`src/rtl/int_sequencer_pkg.sv`:
```
// Shared definitions for the interrupt sequencer: FSM states, source tags,
// reserved vector values and the pending-line priority helper.
package int_sequencer_pkg;

    localparam int NIRQ_MAX  = 4;
    localparam int TRAP_MIN  = 4;
    localparam int VEC_RESET = 31;

    typedef enum logic [1:0] {
        ST_IDLE    = 2'd0,
        ST_REQ     = 2'd1,
        ST_ACK     = 2'd2,
        ST_SERVICE = 2'd3
    } state_t;

    typedef enum logic {
        SRC_IRQ  = 1'b0,
        SRC_TRAP = 1'b1
    } src_t;

    // Highest-index set bit wins; returns 0 when nothing is pending.
    function automatic logic [1:0] top_index(input logic [NIRQ_MAX-1:0] p);
        logic [1:0] idx;
        idx = 2'd0;
        for (int k = 0; k < NIRQ_MAX; k++) begin
            if (p[k]) idx = 2'(k);
        end
        return idx;
    endfunction

endpackage

```
`src/rtl/int_sequencer_if.sv`:
```
// Exception handshake between the sequencer (master) and the core fetch stage (slave).
interface int_sequencer_if #(parameter int VEC_W = 5);

    logic             exception;
    logic [VEC_W-1:0] vector;
    logic             core_ack;

    modport master (output exception, output vector, input core_ack);
    modport slave  (input exception, input vector, output core_ack);

endinterface

```
`src/rtl/int_sync.sv`:
```
// One interrupt line: SYNC_STAGES-deep synchroniser, active-high level out.
// With INT_EDGE_EN defined, also a one-cycle pulse on each synchronised assertion.
module int_sync #(
    parameter int SYNC_STAGES = 2
) (
    input  logic clk,
    input  logic rst,
    input  logic line_n,
`ifdef INT_EDGE_EN
    output logic fall,
`endif
    output logic level
);

    logic [SYNC_STAGES-1:0] sync_q;

    always_ff @(posedge clk) begin
        if (rst) sync_q <= '1;
        else     sync_q <= {sync_q[SYNC_STAGES-2:0], line_n};
    end

    assign level = ~sync_q[SYNC_STAGES-1];

`ifdef INT_EDGE_EN
    logic level_q;

    always_ff @(posedge clk) begin
        if (rst) level_q <= 1'b0;
        else     level_q <= level;
    end

    assign fall = level & ~level_q;
`endif

endmodule

```
`src/rtl/int_sequencer.sv`:
```
// Exception entry/exit sequencer: IRQ pending/priority, trap arbitration, IE ownership.
// Build option INT_EDGE_EN selects edge-latched pending lines instead of level mode.
module int_sequencer
    import int_sequencer_pkg::*;
#(
    parameter int NIRQ        = 3,
    parameter int VEC_W       = 5,
    parameter int SYNC_STAGES = 2
) (
    input  logic                 clk,
    input  logic                 rst,
    input  logic [NIRQ-1:0]      oint_n,
    input  logic [VEC_W-1:0]     trap_vec,
    input  logic                 ie_set,
    input  logic                 ie_clr,
    input  logic                 reti,
    int_sequencer_if.master      core,
    output logic                 iack_n,
    output logic                 ie,
    output logic [NIRQ-1:0]      in_service,
    output logic                 double_fault
);

    state_t            state_q, state_d;
    src_t              src_q;
    logic [1:0]        line_q;
    logic [VEC_W-1:0]  vector_q;
    logic              ie_q, ie_saved_q, ie_saved_nxt;
    logic [NIRQ-1:0]   in_service_q;
    logic              double_fault_q;
    logic [NIRQ-1:0]   pending_q;
    logic [NIRQ-1:0]   level_w;
    logic [NIRQ_MAX-1:0] pend_ext;
    logic [NIRQ-1:0]   line_onehot;
    logic              trap_req, irq_req;
    logic              take_trap, take_irq;

`ifdef INT_EDGE_EN
    logic [NIRQ-1:0]   fall_w;
    logic [NIRQ-1:0]   clr_mask;
`endif

    for (genvar g = 0; g < NIRQ; g++) begin : g_sync
        int_sync #(.SYNC_STAGES(SYNC_STAGES)) u_sync (
            .clk    (clk),
            .rst    (rst),
            .line_n (oint_n[g]),
`ifdef INT_EDGE_EN
            .fall   (fall_w[g]),
`endif
            .level  (level_w[g])
        );
    end

    // The reset vector is never a legal trap target.
    assign trap_req = (trap_vec >= VEC_W'(TRAP_MIN)) && (trap_vec != VEC_W'(VEC_RESET));
    assign irq_req  = ie_q && (pending_q != '0);
    assign line_onehot = NIRQ'(1) << line_q;

    always_comb begin
        pend_ext = '0;
        pend_ext[NIRQ-1:0] = pending_q;
    end

    always_comb begin
        state_d   = state_q;
        take_trap = 1'b0;
        take_irq  = 1'b0;
        case (state_q)
            ST_IDLE: begin
                if (trap_req) begin
                    take_trap = 1'b1;
                    state_d   = ST_REQ;
                end else if (irq_req) begin
                    take_irq = 1'b1;
                    state_d  = ST_REQ;
                end
            end
            ST_REQ: begin
                if (core.core_ack)                      state_d = ST_ACK;
                else if ((src_q == SRC_IRQ) && ie_clr)  state_d = ST_IDLE;
            end
            ST_ACK:     state_d = ST_SERVICE;
            ST_SERVICE: if (reti) state_d = ST_IDLE;
            default:    state_d = ST_IDLE;
        endcase
    end

    always_ff @(posedge clk) begin
        if (rst) state_q <= ST_IDLE;
        else     state_q <= state_d;
    end

    assign ie_saved_nxt = ie_clr ? 1'b0 : (ie_set ? 1'b1 : ie_saved_q);

    always_ff @(posedge clk) begin
        if (rst) begin
            src_q          <= SRC_IRQ;
            line_q         <= 2'd0;
            vector_q       <= '0;
            ie_q           <= 1'b0;
            ie_saved_q     <= 1'b0;
            in_service_q   <= '0;
            double_fault_q <= 1'b0;
        end else begin
            if (take_trap) begin
                src_q    <= SRC_TRAP;
                vector_q <= trap_vec;
            end else if (take_irq) begin
                src_q    <= SRC_IRQ;
                line_q   <= top_index(pend_ext);
                vector_q <= VEC_W'(top_index(pend_ext)) + VEC_W'(1);
            end

            // While servicing, EI/DI edit the value that RETI will restore.
            case (state_q)
                ST_ACK: begin
                    ie_saved_q   <= ie_q;
                    ie_q         <= 1'b0;
                    in_service_q <= (src_q == SRC_IRQ) ? line_onehot : '0;
                end
                ST_SERVICE: begin
                    ie_saved_q <= ie_saved_nxt;
                    if (reti) begin
                        ie_q         <= ie_saved_nxt;
                        in_service_q <= '0;
                    end
                    if (trap_req) double_fault_q <= 1'b1;
                end
                default: begin
                    if (ie_clr)      ie_q <= 1'b0;
                    else if (ie_set) ie_q <= 1'b1;
                end
            endcase
        end
    end

`ifdef INT_EDGE_EN
    assign clr_mask = ((state_q == ST_ACK) && (src_q == SRC_IRQ)) ? line_onehot : '0;

    // A fresh edge on the line being acknowledged must survive the clear.
    always_ff @(posedge clk) begin
        if (rst) pending_q <= '0;
        else     pending_q <= (pending_q & ~clr_mask) | fall_w;
    end
`else
    always_ff @(posedge clk) begin
        if (rst) pending_q <= '0;
        else     pending_q <= level_w;
    end
`endif

    assign core.exception = (state_q == ST_REQ);
    assign core.vector    = vector_q;
    assign iack_n         = !((state_q == ST_ACK) && (src_q == SRC_IRQ));
    assign ie             = ie_q;
    assign in_service     = in_service_q;
    assign double_fault   = double_fault_q;

endmodule
```
`src/flat_wrapper.sv`:
```
// flat-port wrapper written by rule: the top's interface ports become plain ports
module int_sequencer_flat import int_sequencer_pkg::*;
#(
    parameter int NIRQ        = 3,
    parameter int VEC_W       = 5,
    parameter int SYNC_STAGES = 2
)
  (clk, rst, oint_n, trap_vec, ie_set, ie_clr, reti, iack_n, ie, in_service, double_fault, core_exception, core_vector, core_core_ack);
  int_sequencer_if #(.VEC_W(VEC_W)) core_i ();
  input  logic clk;
  input  logic rst;
  input  logic [NIRQ-1:0] oint_n;
  input  logic [VEC_W-1:0] trap_vec;
  input  logic ie_set;
  input  logic ie_clr;
  input  logic reti;
  output logic iack_n;
  output logic ie;
  output logic [NIRQ-1:0] in_service;
  output logic double_fault;
  output wire logic [$bits(core_i.exception)-1:0] core_exception;
  output wire logic [$bits(core_i.vector)-1:0] core_vector;
  input wire logic [$bits(core_i.core_ack)-1:0] core_core_ack;
  assign core_exception = core_i.exception;
  assign core_vector = core_i.vector;
  assign core_i.core_ack = core_core_ack;
  int_sequencer #(.NIRQ(NIRQ), .VEC_W(VEC_W), .SYNC_STAGES(SYNC_STAGES)) u_core (.clk(clk), .rst(rst), .oint_n(oint_n), .trap_vec(trap_vec), .ie_set(ie_set), .ie_clr(ie_clr), .reti(reti), .core(core_i), .iack_n(iack_n), .ie(ie), .in_service(in_service), .double_fault(double_fault));
endmodule
```
`config.mk`:
```
export PLATFORM = sky130hd
export DESIGN_NAME = int_sequencer_flat
export DESIGN_NICKNAME = d
export VERILOG_FILES = /design/src/rtl/int_sequencer_pkg.sv /design/src/rtl/int_sequencer_if.sv /design/src/rtl/int_sync.sv /design/src/rtl/int_sequencer.sv /design/src/flat_wrapper.sv
export SDC_FILE = /design/constraint.sdc
export NUM_CORES = 1
export LEC_CHECK = 0
export ABC_AREA = 1
export BUFFER_PORTS_ARGS = -buffer_cell sky130_fd_sc_hd__buf_2
export CAP_MARGIN = 15
export CORE_MARGIN = 1
export CORE_UTILIZATION = 46
export DETAILED_ROUTE_END_ITERATION = 16
export HOLD_SLACK_MARGIN = 0.06
export PLACE_DENSITY = 0.81
export SLEW_MARGIN = 15
export SYNTH_ARGS = -nofsm -noshare
export SYNTH_HDL_FRONTEND = slang
export SYNTH_SLANG_ARGS = --single-unit
export TNS_END_PERCENT = 100
```
`constraint.sdc`:
```
create_clock -name clk -period 1.3 [get_ports clk]
set_clock_uncertainty 0.15 [all_clocks]
set_input_delay 0.065 -clock clk [delete_from_list [all_inputs] [get_ports clk]]
set_output_delay 0.065 -clock clk [all_outputs]
set_load 0.02 [all_outputs]
```
==> results of run 1 <==
## per-layer routing
| layer | share of wire [%] | GRT usage [%] |
|---|---|---|
| met5 | 0 | 0 |
| met4 | 1.5 | 8.57 |
| met3 | 2.7 | 3.70 |
| met2 | 49 | 30.4 |
| met1 | 47 | 26.3 |
## cells in the mapped netlist
| cell type | n | area share (%) |
|---|---|---|
| a21oi_1 | 9 | 4.3 |
| a21oi_2 | 1 | 0.84 |
| a31oi_1 | 2 | 1.2 |
| buf_6 | 1 | 1.1 |
| clkbuf_1 | 2 | 0.72 |
| clkinv_4 | 1 | 0.84 |
| dfxtp_1 | 25 | 48 |
| inv_1 | 13 | 4.7 |
| inv_2 | 2 | 0.72 |
| inv_6 | 1 | 0.84 |
| nand2_1 | 25 | 9.0 |
| nand2_2 | 1 | 0.60 |
| nand2_4 | 2 | 2.2 |
| nand3_1 | 10 | 4.8 |
| nand3_4 | 1 | 1.7 |
| nor2_1 | 15 | 5.4 |
| nor2_2 | 1 | 0.60 |
| nor2_4 | 1 | 1.1 |
| nor3_1 | 1 | 0.48 |
| o211ai_1 | 2 | 1.4 |
| o21a_1 | 2 | 1.4 |
| o21ai_0 | 3 | 1.4 |
| o21ai_1 | 4 | 1.9 |
| o21ai_2 | 1 | 0.84 |
| or2_2 | 6 | 3.6 |
## worst register-to-register path: cells and delay by family, from the launching register on
family           cells  cell delay (ns)
AO/OA/AOI/OAI        1             0.17
flip-flops           1             0.36
AND/OR/NAND/NOR      7             0.59
## path summary, 6_finish.rpt
kind / startpoint / to / slack [ns] / cells after the start
min: trap_vec[0] / u_core.double_fault$_SDFFE_PP0P_ / 0.14 / 5
max: u_core.pending_q[1]$_SDFF_PP0_ / flop / -0.05 / 8
max reg2reg: u_core.pending_q[1]$_SDFF_PP0_ / flop / -0.05 / 8
min reg2reg: u_core.g_sync[2].u_sync.sync_q[1]$_SDFF_PP1_ / u_core.pending_q[2]$_SDFF_PP0_ / 0.23 / 1
## sequential cells by signal, summed over array words and instances (netlist names), named ones only
| signal | flops |
|---|---|
| u_core.g_sync.u_sync.sync_q | 6 |
| u_core.ie | 1 |
| u_core.double_fault | 1 |
| u_core.state_q | 1 |
| u_core.src_q | 1 |
| u_core.in_service | 3 |
| u_core.pending_q | 3 |
| u_core.ie_saved_q | 1 |
| u_core.core.vector | 5 |
| u_core.line_q | 2 |
## kinds of logic (layout without fill, tap and decap cells)
family,Yosys count,in the layout
AO/OA/AOI/OAI,24,24
flip-flops,25,25
AND/OR/NAND/NOR,63,63
buffers and inverters,20,71
## power breakdown
group / internal [mW] / leakage (nW) / switching (mW) / total, mW
Clock: 0.115 / 0.0177 / 0.239 / 0.355
Sequential: 0.824 / 0.207 / 0.0460 / 0.871
Combinational: 0.204 / 0.451 / 0.262 / 0.466
Total: 1.14 / 0.677 / 0.547 / 1.69
## area by class of cell
cell class                      instances  area, µm²  share of cell area, %
Clock buffer                            3       22.5                   1.51
Sequential cell                        25        509                   34.1
Tap cell                               27       33.8                   2.26
Multi-Input combinational cell         87        490                   32.8
Inverter                               17       76.3                   5.10
Timing Repair Buffer                   50        358                   23.9
Clock inverter                          1       5.00                  0.335
## per-stage QoR
step | setup TNS (ns) | total power, mW | instance area, µm² | setup WS, ns
2_1_floorplan | 0 | 1.13 | 1050 | 0.00290
3_3_place_gp | -0.0450 | 1.24 | 1230 | -0.0266
3_5_place_dp | -0.188 | 1.25 | 1230 | -0.0543
4_1_cts | -0.0680 | 1.66 | 1450 | -0.0380
5_1_grt | -0.601 | 1.78 | 1500 | -0.111
6_report | -0.0809 | 1.69 | 1500 | -0.0520
## timing repair
| action | 4_1_cts | 5_1_grt |
|---|---|---|
| endpoints found under the hold margin | 22 | 0 |
| pin swaps | 2 | 7 |
| buffers inserted | 3 | 3 |
| hold buffers | 13 | 0 |
| setup endpoints to repair | 9 | 14 |
| resized for setup | 13 | 12 |
==> metrics.txt, run 1 <==
status=finished with violations; failing checks=setup timing; crit path max fanout=3; # H-tree levels=1; most frequent cells in the layout=nand2_1 (23), buf_2 (23), dfxtp_1 (20); post-route insts no fill=210; fillers=156; vias in the first global route=878; I/O Pins=26; routed wire length=between 2000 and 2500 µm; largest family of logic cells by synthesized area=simple AND/OR/NAND/NOR gates; clock buffer count from CTS=3; antenna violations before repair=0; Leak=0.677 nW; Post-DRT Antenna Nets=0; post-synthesis mux area share=0%; starting DRC count in detailed routing=23; Worst EP arrival=1.44 ns; Std-Cell Rows=16; Crit. End Element=flop; Worst Path Required=1.39 ns; Area Growth Syn to Fin=43.8%; Fin. Hold Viols=0; first drt pass iteration count=4; final core occ=about three quarters; power per cell area=1130 nW/µm²; post-synthesis simple-gate area fraction=29.5%; post-synth cell types=25; crit-path cells=nor2_4 -> nand2_2 -> a21oi_2 -> nand2_1 -> nand3_2 -> nand2_1 -> nand2_1 -> nor2_1; final hold slack=roughly 0.14 ns; Yosys reg bits=25; n_diodes=0; syn avg cell area=about 7.9 µm²; clock transition at the registers of the reported paths=between 0.1 and 0.15 ns; WL/cell=about 12 µm; Seq/Total Area, Yosys=48.1%; clock root cell=clkbuf_4; share of layout cells above drive strength 1=40.4%; CP max stage delay=0.36 ns; CTS tree=built; HPWL after DPL=1490 µm; # placed instances=187; Final Setup Violations=3; largest net degree at the start of global routing=20; WP buf/inv=0; core area=2040 µm²; Initial Util=between 50 and 60%; XOR/XNOR share of the synthesized area=0%; GR Util All Layers=around a fifth; global-route wire length before repair=3760 µm; area of the die=~2500 µm²; Clk Latency, worst-skew pair=0.32 ns; final worst path period share=104%; max cap viols=0; Synth warnings=0; Syn Nets=146; compound-cell area share of the yosys netlist=13.5%; Critical Path Most Common Cell=nand2_1; Worst-Margin Slew=0.315 ns; clock sinks=25; unrepaired setup endpoints after global routing=yes; # port buffers=25; gr ovfl total=0; Layout Nets=198; clk buf depth=2; Final min period=1.35 ns; maximum clock rate=between 700 and 800 MHz; Slew HR=between 70% and 80%; cells after synthesis=between 100 and 150; Critical Path Slowest Stage Cell=dfxtp_2; via count=1,038; final setup margin=-0.0520 ns; critical path class=reg -> reg; hold crit path type=in -> reg; Synth Area in Adders=0%; Top delay family on crit path=simple AND/OR/NAND/NOR gates; startpoint type of the worst setup path=flop; VDD IR max=0.675 mV; Max Slew Vio Count=0; Mapped Area=about 1000 µm²; Die X=about 50 µm; Residual DRC=0; die height=49.5 µm; Vias/cell=4.94; GP Congestion=0.871
(Power assumes the default switching activity.)
==> run 2, diff against run 1 <==
- ABC_AREA: 1 -> unset
- CORE_UTILIZATION: 46 -> 45
- PLACE_DENSITY: 0.81 -> 0.8
==> metrics.txt, run 2 <==
r2r worst-path depth=6 (was 8); post-synth cell types=37 (was 25); critical path class=reg -> reg (unchanged); I/O Pins=26 (unchanged); Die X=50.0 µm (was 49.5 µm); starting DRC count in detailed routing=36 (was 23); XOR/XNOR share of the synthesized area=0% (unchanged); n_diodes=0 (unchanged); clock sinks=25 (unchanged); clock buffer count from CTS=3 (unchanged); # placed instances=182 (was 187); clock root cell=clkbuf_4 (unchanged); Worst EP arrival=1.67 ns (was 1.44 ns); most frequent cells in the layout=buf_2 (22), buf_4 (21), dfxtp_1 (21) (was nand2_1 (23), buf_2 (23), dfxtp_1 (20)); top post-synthesis cells by area=dfxtp_1 (48%), nor2_1 (6.5%), a21oi_1 (3.9%) (was dfxtp_1 (48%), nand2_1 (9.0%), nor2_1 (5.4%)); number of flip-flops in the largest register=6 (unchanged); Max Slew Vio Count=0 (unchanged); clk buf depth=2 (unchanged); Residual DRC=0 (unchanged); max cap viols=0 (unchanged); core area=2060 µm² (was 2040 µm²); GR Util All Layers=28.7% (was 19.6%); Worst Path Required=1.40 ns (was 1.39 ns); Std-Cell Rows=16 (unchanged); leading area contributor after synthesis=dfxtp_1 (unchanged); Synth warnings=0 (unchanged); maximum clock rate=636 MHz (was 740 MHz); Critical Path Most Common Cell=buf_6 (was nand2_1); Critical Path Stages=6 (was 8); # port buffers=25 (unchanged); HPWL after DPL=1700 µm (was 1490 µm); status=finished with violations (unchanged); WL/cell=16.3 µm (was 11.7 µm); compound-cell area share of the yosys netlist=21.5% (was 13.5%); area of the die=2500 µm² (was 2450 µm²); Area Growth Syn to Fin=65.2% (was 43.8%); Syn Nets=130 (was 146); TNS Setup=-2.68 ns (was -0.0809 ns); top cells by count, synth=dfxtp_1 (25), nor2_1 (18), a21oi_1 (8) (was dfxtp_1 (25), nand2_1 (25), nor2_1 (15)); largest net degree at the start of global routing=28 (was 20); Vias/cell=5.65 (was 4.94); die height=50.0 µm (was 49.5 µm); vias in the first global route=1,157 (was 878); post-synth top area share=48.4% (was 48.1%); post-synthesis mux area share=0% (unchanged); unrepaired setup endpoints after global routing=yes (unchanged); Initial Util=50.2% (was 50.9%); # H-tree levels=1 (unchanged); clock transition at the registers of the reported paths=0.13 ns (was 0.14 ns); Seq/Total Area, Yosys=48.4% (was 48.1%); Worst-Margin Slew=0.557 ns (was 0.315 ns); largest family of logic cells by synthesized area=simple AND/OR/NAND/NOR gates (unchanged); Slew HR=62.9% (was 79.0%); Crit. End Element=flop (unchanged); syn avg cell area=8.92 µm² (was 7.88 µm²); most common cell after layout, fill and taps aside=buf_2; Layout Nets=193 (was 198); gr ovfl total=0 (unchanged); startpoint type of the worst setup path=flop (unchanged); Leak=0.725 nW (was 0.677 nW); GP Congestion=0.794 (was 0.871); Post-DRT Antenna Nets=0 (unchanged); failing checks=setup timing (unchanged); final setup margin=-0.272 ns (was -0.0520 ns); crit path max fanout=5 (was 3); routed wire length=3350 µm (was 2450 µm); Biggest register=u_core.g_sync.u_sync.sync_q (unchanged); CP max stage delay=0.39 ns (was 0.36 ns); post-route insts no fill=205 (was 210); Final min period=1.57 ns (was 1.35 ns); power per cell area=1000 nW/µm² (was 1130 nW/µm²); share of layout cells above drive strength 1=54.5% (was 40.4%); Clk Latency, worst-skew pair=0.32 ns (about the same); number of synthesized flops with an enable pin=0 (unchanged); hold crit path type=in -> reg (unchanged); post-synthesis simple-gate area fraction=24.4% (was 29.5%); Final Setup Violations=15 (was 3); most numerous cell in the Yosys netlist=dfxtp_1; Fin. Hold Viols=0 (unchanged); Synth Area in Adders=0% (unchanged); hold depth=4 (was 5); crit-path cells=buf_6 -> or3b_4 -> buf_6 -> nor3_4 -> a21oi_2 -> nor2_1 (was nor2_4 -> nand2_2 -> a21oi_2 -> nand2_1 -> nand3_2 -> nand2_1 -> nand2_1 -> nor2_1); final worst path period share=121% (was 104%); VDD IR max=0.823 mV (was 0.675 mV); CTS tree=built (unchanged); Yosys reg bits=25 (unchanged); WP buf/inv=2 (was 0); cells after synthesis=116 (was 132); Mapped Area=1030 µm² (was 1040 µm²); Critical Path Slowest Stage Cell=or3b_4 (was dfxtp_2); antenna violations before repair=0 (unchanged); Post-synth ARST share=0% (unchanged); Top delay family on crit path=simple AND/OR/NAND/NOR gates (unchanged); global-route wire length before repair=5260 µm (was 3760 µm); via count=1,158 (was 1,038); first drt pass iteration count=4 (unchanged); Synth Flop Type=dfxtp_1 (unchanged)
-- run 2: area by class of cell --
class	instances	area (µm²)
tap	27	33.8
timing repair buffer	63	478
clock inverter	1	5.00
clock buffer	3	22.5
sequential	25	505
fill	126	353
inverter	7	28.8
multi-input combinational	79	636
-- run 2: stage by stage --
step | util, % | cell area, µm² | hold slack, ns | total power, mW | worst slack (ns)
2_1_floorplan | - | 1070 | 0.0188 | 1.06 | -0.0724
3_3_place_gp | 65.2 | 1350 | 0.0989 | 1.18 | -0.118
3_5_place_dp | 65.2 | 1350 | 0.102 | 1.19 | -0.140
4_1_cts | 78.8 | 1620 | 0.0424 | 1.65 | -0.258
5_1_grt | 82.9 | 1710 | 0.154 | 1.78 | -0.262
6_report | 82.9 | 1710 | 0.122 | 1.72 | -0.272
-- run 2: cell families (layout without fill, tap and decap cells) --
logic type | count (synthesis) | after routing
buffers and inverters | 13 | 74
AOI/OAI and AO/OA | 32 | 33
and+or+nand+nor | 46 | 46
DFF | 25 | 25
-- run 2: worst register-to-register path, cell delays in order, from the launching register on --
cell     delay, ns
dfxtp_2       0.35
buf_6         0.12
or3b_4        0.39
buf_6         0.14
nor3_4        0.12
a21oi_2       0.07
nor2_1        0.16
-- run 2: power by group --
group          switching (mW)  internal [mW]  total (mW)  leakage (nW)
sequential             0.0301          0.815       0.845         0.207
combinational           0.273          0.250       0.523         0.500
clock                   0.232          0.115       0.347        0.0177
-- run 2: worst paths after layout --
path / start / to / slack, ns
max: u_core.state_q[0]$_SDFFE_PP0P_ / u_core.in_service[0]$_SDFFE_PP0P_ / -0.27
min: trap_vec[0] / u_core.line_q[1]$_SDFFE_PP0P_ / 0.12
max reg2reg: u_core.state_q[0]$_SDFFE_PP0P_ / u_core.in_service[0]$_SDFFE_PP0P_ / -0.27
min reg2reg: u_core.g_sync[0].u_sync.sync_q[1]$_SDFF_PP1_ / u_core.pending_q[0]$_SDFF_PP0_ / 0.24
-- run 2: layer usage --
| layer | wire [µm] | global-route usage (%) |
|---|---|---|
| met1 | 1310 | 29.3 |
| met2 | 1730 | 50.2 |
| met3 | 144 | 7.41 |
| met4 | 165 | 20.0 |
| met5 | 0 | 0 |
-- run 2: timing repair --
item / 4_1_cts / 5_1_grt
cloned: 1 / 0
resized for setup: 23 / 18
hold buffers: 12 / 0
pin swaps: 22 / 11
setup buffers: 6 / 2
endpoints found under the hold margin: 21 / 0
setup endpoints to repair: 16 / 16
==> run 3, diff against run 2 <==
- CELL_PAD_IN_SITES_DETAIL_PLACEMENT: unset -> 0
- CELL_PAD_IN_SITES_GLOBAL_PLACEMENT: unset -> 1
- CORE_UTILIZATION: 45 -> 34
- PLACE_DENSITY: 0.8 -> 0.81
==> metrics.txt, run 3 (same netlist as run 2, synthesis figures left out) <==
Critical Path Stages=3 (was 6); most frequent cells in the layout=buf_2 (23), dfxtp_1 (20), buf_4 (16) (was buf_2 (22), buf_4 (21), dfxtp_1 (21)); clock share of power=20.2% (about the same); VDD IR max=0.551 mV (was 0.823 mV); Fin. Hold Viols=0 (unchanged); Area Growth Syn to Fin=66.0% (was 65.2%); WP buf/inv=2 (unchanged); Critical Path Most Common Cell=buf_6 (unchanged); status=finished with violations (unchanged); footprint of the multi-input gates=659 µm² (was 636 µm²); Vias/cell=5.17 (was 5.65); Critical Path Slowest Stage Cell=or3b_4 (unchanged); Layout Nets=190 (was 193); final hold slack=0.0269 ns (was 0.122 ns); r2r worst-path depth=5 (was 6); share of layout cells above drive strength 1=56.0% (was 54.5%); WL/cell=12.7 µm (was 16.3 µm); Die X=57.2 µm (was 50.0 µm); startpoint type of the worst setup path=flop (unchanged); Final Setup Violations=14 (was 15); Comb pwr share=29.2% (was 30.5%); Worst-Margin Slew=0.522 ns (was 0.557 ns); Crit. End Element=output port (was flop); post-route insts no fill=206 (was 205); hold crit path type=in -> reg (unchanged); global-route wire length before repair=4270 µm (was 5260 µm); # placed instances=182 (unchanged); clock root cell=clkbuf_4 (unchanged); Final min period=1.51 ns (was 1.57 ns); Worst Path Required=1.09 ns (was 1.40 ns); crit path max fanout=2 (was 5); crit-path cells=buf_6 -> or3b_4 -> buf_6 (was buf_6 -> or3b_4 -> buf_6 -> nor3_4 -> a21oi_2 -> nor2_1); antenna violations before repair=0 (unchanged); Int Pwr=1.17 mW (was 1.18 mW); clk buf depth=2 (unchanged); Slew HR=65.2% (was 62.9%); Biggest register=u_core.g_sync.u_sync.sync_q (unchanged); routed wire length=2610 µm (was 3350 µm); fin area=1720 µm² (was 1710 µm²); final setup margin=-0.205 ns (was -0.272 ns); HPWL after DPL=1690 µm (was 1700 µm); gr ovfl total=0 (unchanged); final worst path period share=116% (was 121%); Top delay family on crit path=simple AND/OR/NAND/NOR gates (unchanged); Std-Cell Rows=19 (was 16); Initial Util=36.6% (was 50.2%); most common cell after layout, fill and taps aside=buf_2 (unchanged); hold depth=4 (unchanged); # H-tree levels=1 (unchanged); power per cell area=968 nW/µm² (was 1000 nW/µm²); vias in the first global route=1,043 (was 1,157); clock transition at the registers of the reported paths=0.13 ns (about the same); switching share of power=29.5% (was 31.2%); core area=2830 µm² (was 2060 µm²); Residual DRC=1 (was 0); unrepaired setup endpoints after global routing=yes (unchanged); # port buffers=25 (unchanged); Final Power=1.66 mW (was 1.72 mW); die height=57.2 µm (was 50.0 µm); Leak=0.723 nW (was 0.725 nW); number of flip-flops in the largest register=6 (unchanged); via count=1,064 (was 1,158); fillers=235 (was 126); failing checks=DRC, setup timing (was setup timing); sequential power share=50.6% (was 49.3%); maximum clock rate=664 MHz (was 636 MHz); I/O Pins=26 (unchanged); hold buffer count at CTS=12 (unchanged); first drt pass iteration count=10 (was 4); Sequential Area=509 µm² (was 505 µm²); switching power=0.491 mW (was 0.535 mW); Placement Cell Area=1320 µm² (was 1350 µm²); area of the die=3270 µm² (was 2500 µm²); clock sinks=25 (unchanged); CTS tree=built (unchanged); Worst EP arrival=1.29 ns (was 1.67 ns); starting DRC count in detailed routing=24 (was 36); GP Congestion=0.807 (was 0.794); Clk Latency, worst-skew pair=0.31 ns (was 0.32 ns); critical path class=reg -> out (was reg -> reg); clock buffer count from CTS=3 (unchanged); GR Util All Layers=16.6% (was 28.7%); Post-DRT Antenna Nets=0 (unchanged); n_diodes=0 (unchanged); largest net degree at the start of global routing=28 (unchanged); Max Slew Vio Count=0 (unchanged); CP max stage delay=0.38 ns (was 0.39 ns); max cap viols=0 (unchanged)
==> run 3: path summary, 6_finish.rpt <==
kind / from / end / slack, ns
min: trap_vec[0] / u_core.core.vector[4]$_SDFFE_PP0P_ / 0.03
max: u_core.state_q[0]$_SDFFE_PP0P_ / iack_n / -0.21
min reg2reg: u_core.g_sync[1].u_sync.sync_q[1]$_SDFF_PP1_ / u_core.pending_q[1]$_SDFF_PP0_ / 0.23
max reg2reg: u_core.state_q[0]$_SDFFE_PP0P_ / u_core.core.vector[3]$_SDFFE_PP0P_ / -0.20
==> run 3: through the flow <==
| step | worst slack, ns | TNS, ns | util [%] |
|---|---|---|---|
| 4_1_cts | -0.242 | -2.12 | 56.8 |
| 5_1_grt | -0.249 | -2.76 | 60.7 |
| 3_3_place_gp | -0.138 | -1.02 | 46.7 |
| 6_report | -0.205 | -2.07 | 60.7 |
| 3_5_place_dp | -0.177 | -1.42 | 46.7 |
| 2_1_floorplan | -0.0724 | -0.374 | - |
==> run 3: timing repair <==
| action | in CTS | in global routing |
|---|---|---|
| cloned | 1 | 0 |
| endpoints found under the hold margin | 21 | 1 |
| pin swaps | 18 | 14 |
| resized for setup | 25 | 22 |
| buffers inserted | 6 | 1 |
| setup endpoints to repair | 16 | 17 |
==> run 3: worst reg2reg max path, stage by stage, from the launching register on <==
cell,delay (ns)
dfxtp_2,0.35
buf_4,0.14
or2_4,0.25
a211o_4,0.30
nand3b_1,0.12
o32ai_2,0.08
==> run 3: layout make-up <==
| class | instances | share of cell area (%) |
|---|---|---|
| Multi-Input combinational cell | 79 | 38.4 |
| Sequential cell | 25 | 29.6 |
| Timing Repair Buffer | 60 | 26.6 |
| Tap cell | 31 | 2.26 |
| Inverter | 7 | 1.53 |
| Clock buffer | 3 | 1.31 |
| Clock inverter | 1 | 0.291 |
==> run 3: per-layer routing <==
layer  routed length (µm)  global-route usage [%]  share of wire (%)
met1                 1100                    18.1                 42
met2                 1390                    30.8                 53
met3                  108                    5.44                4.1
met4                   15                    4.53               0.57
met5                    0                       0                  0
==> run 3: power groups by stage <==
stage	clock network [mW]	logic, mW	registers (mW)
after floorplan	0	0.176	0.884
after global placement	0	0.311	0.858
after detailed placement	0	0.319	0.859
after CTS	0.357	0.429	0.842
after global routing	0.379	0.523	0.846
final	0.336	0.485	0.842
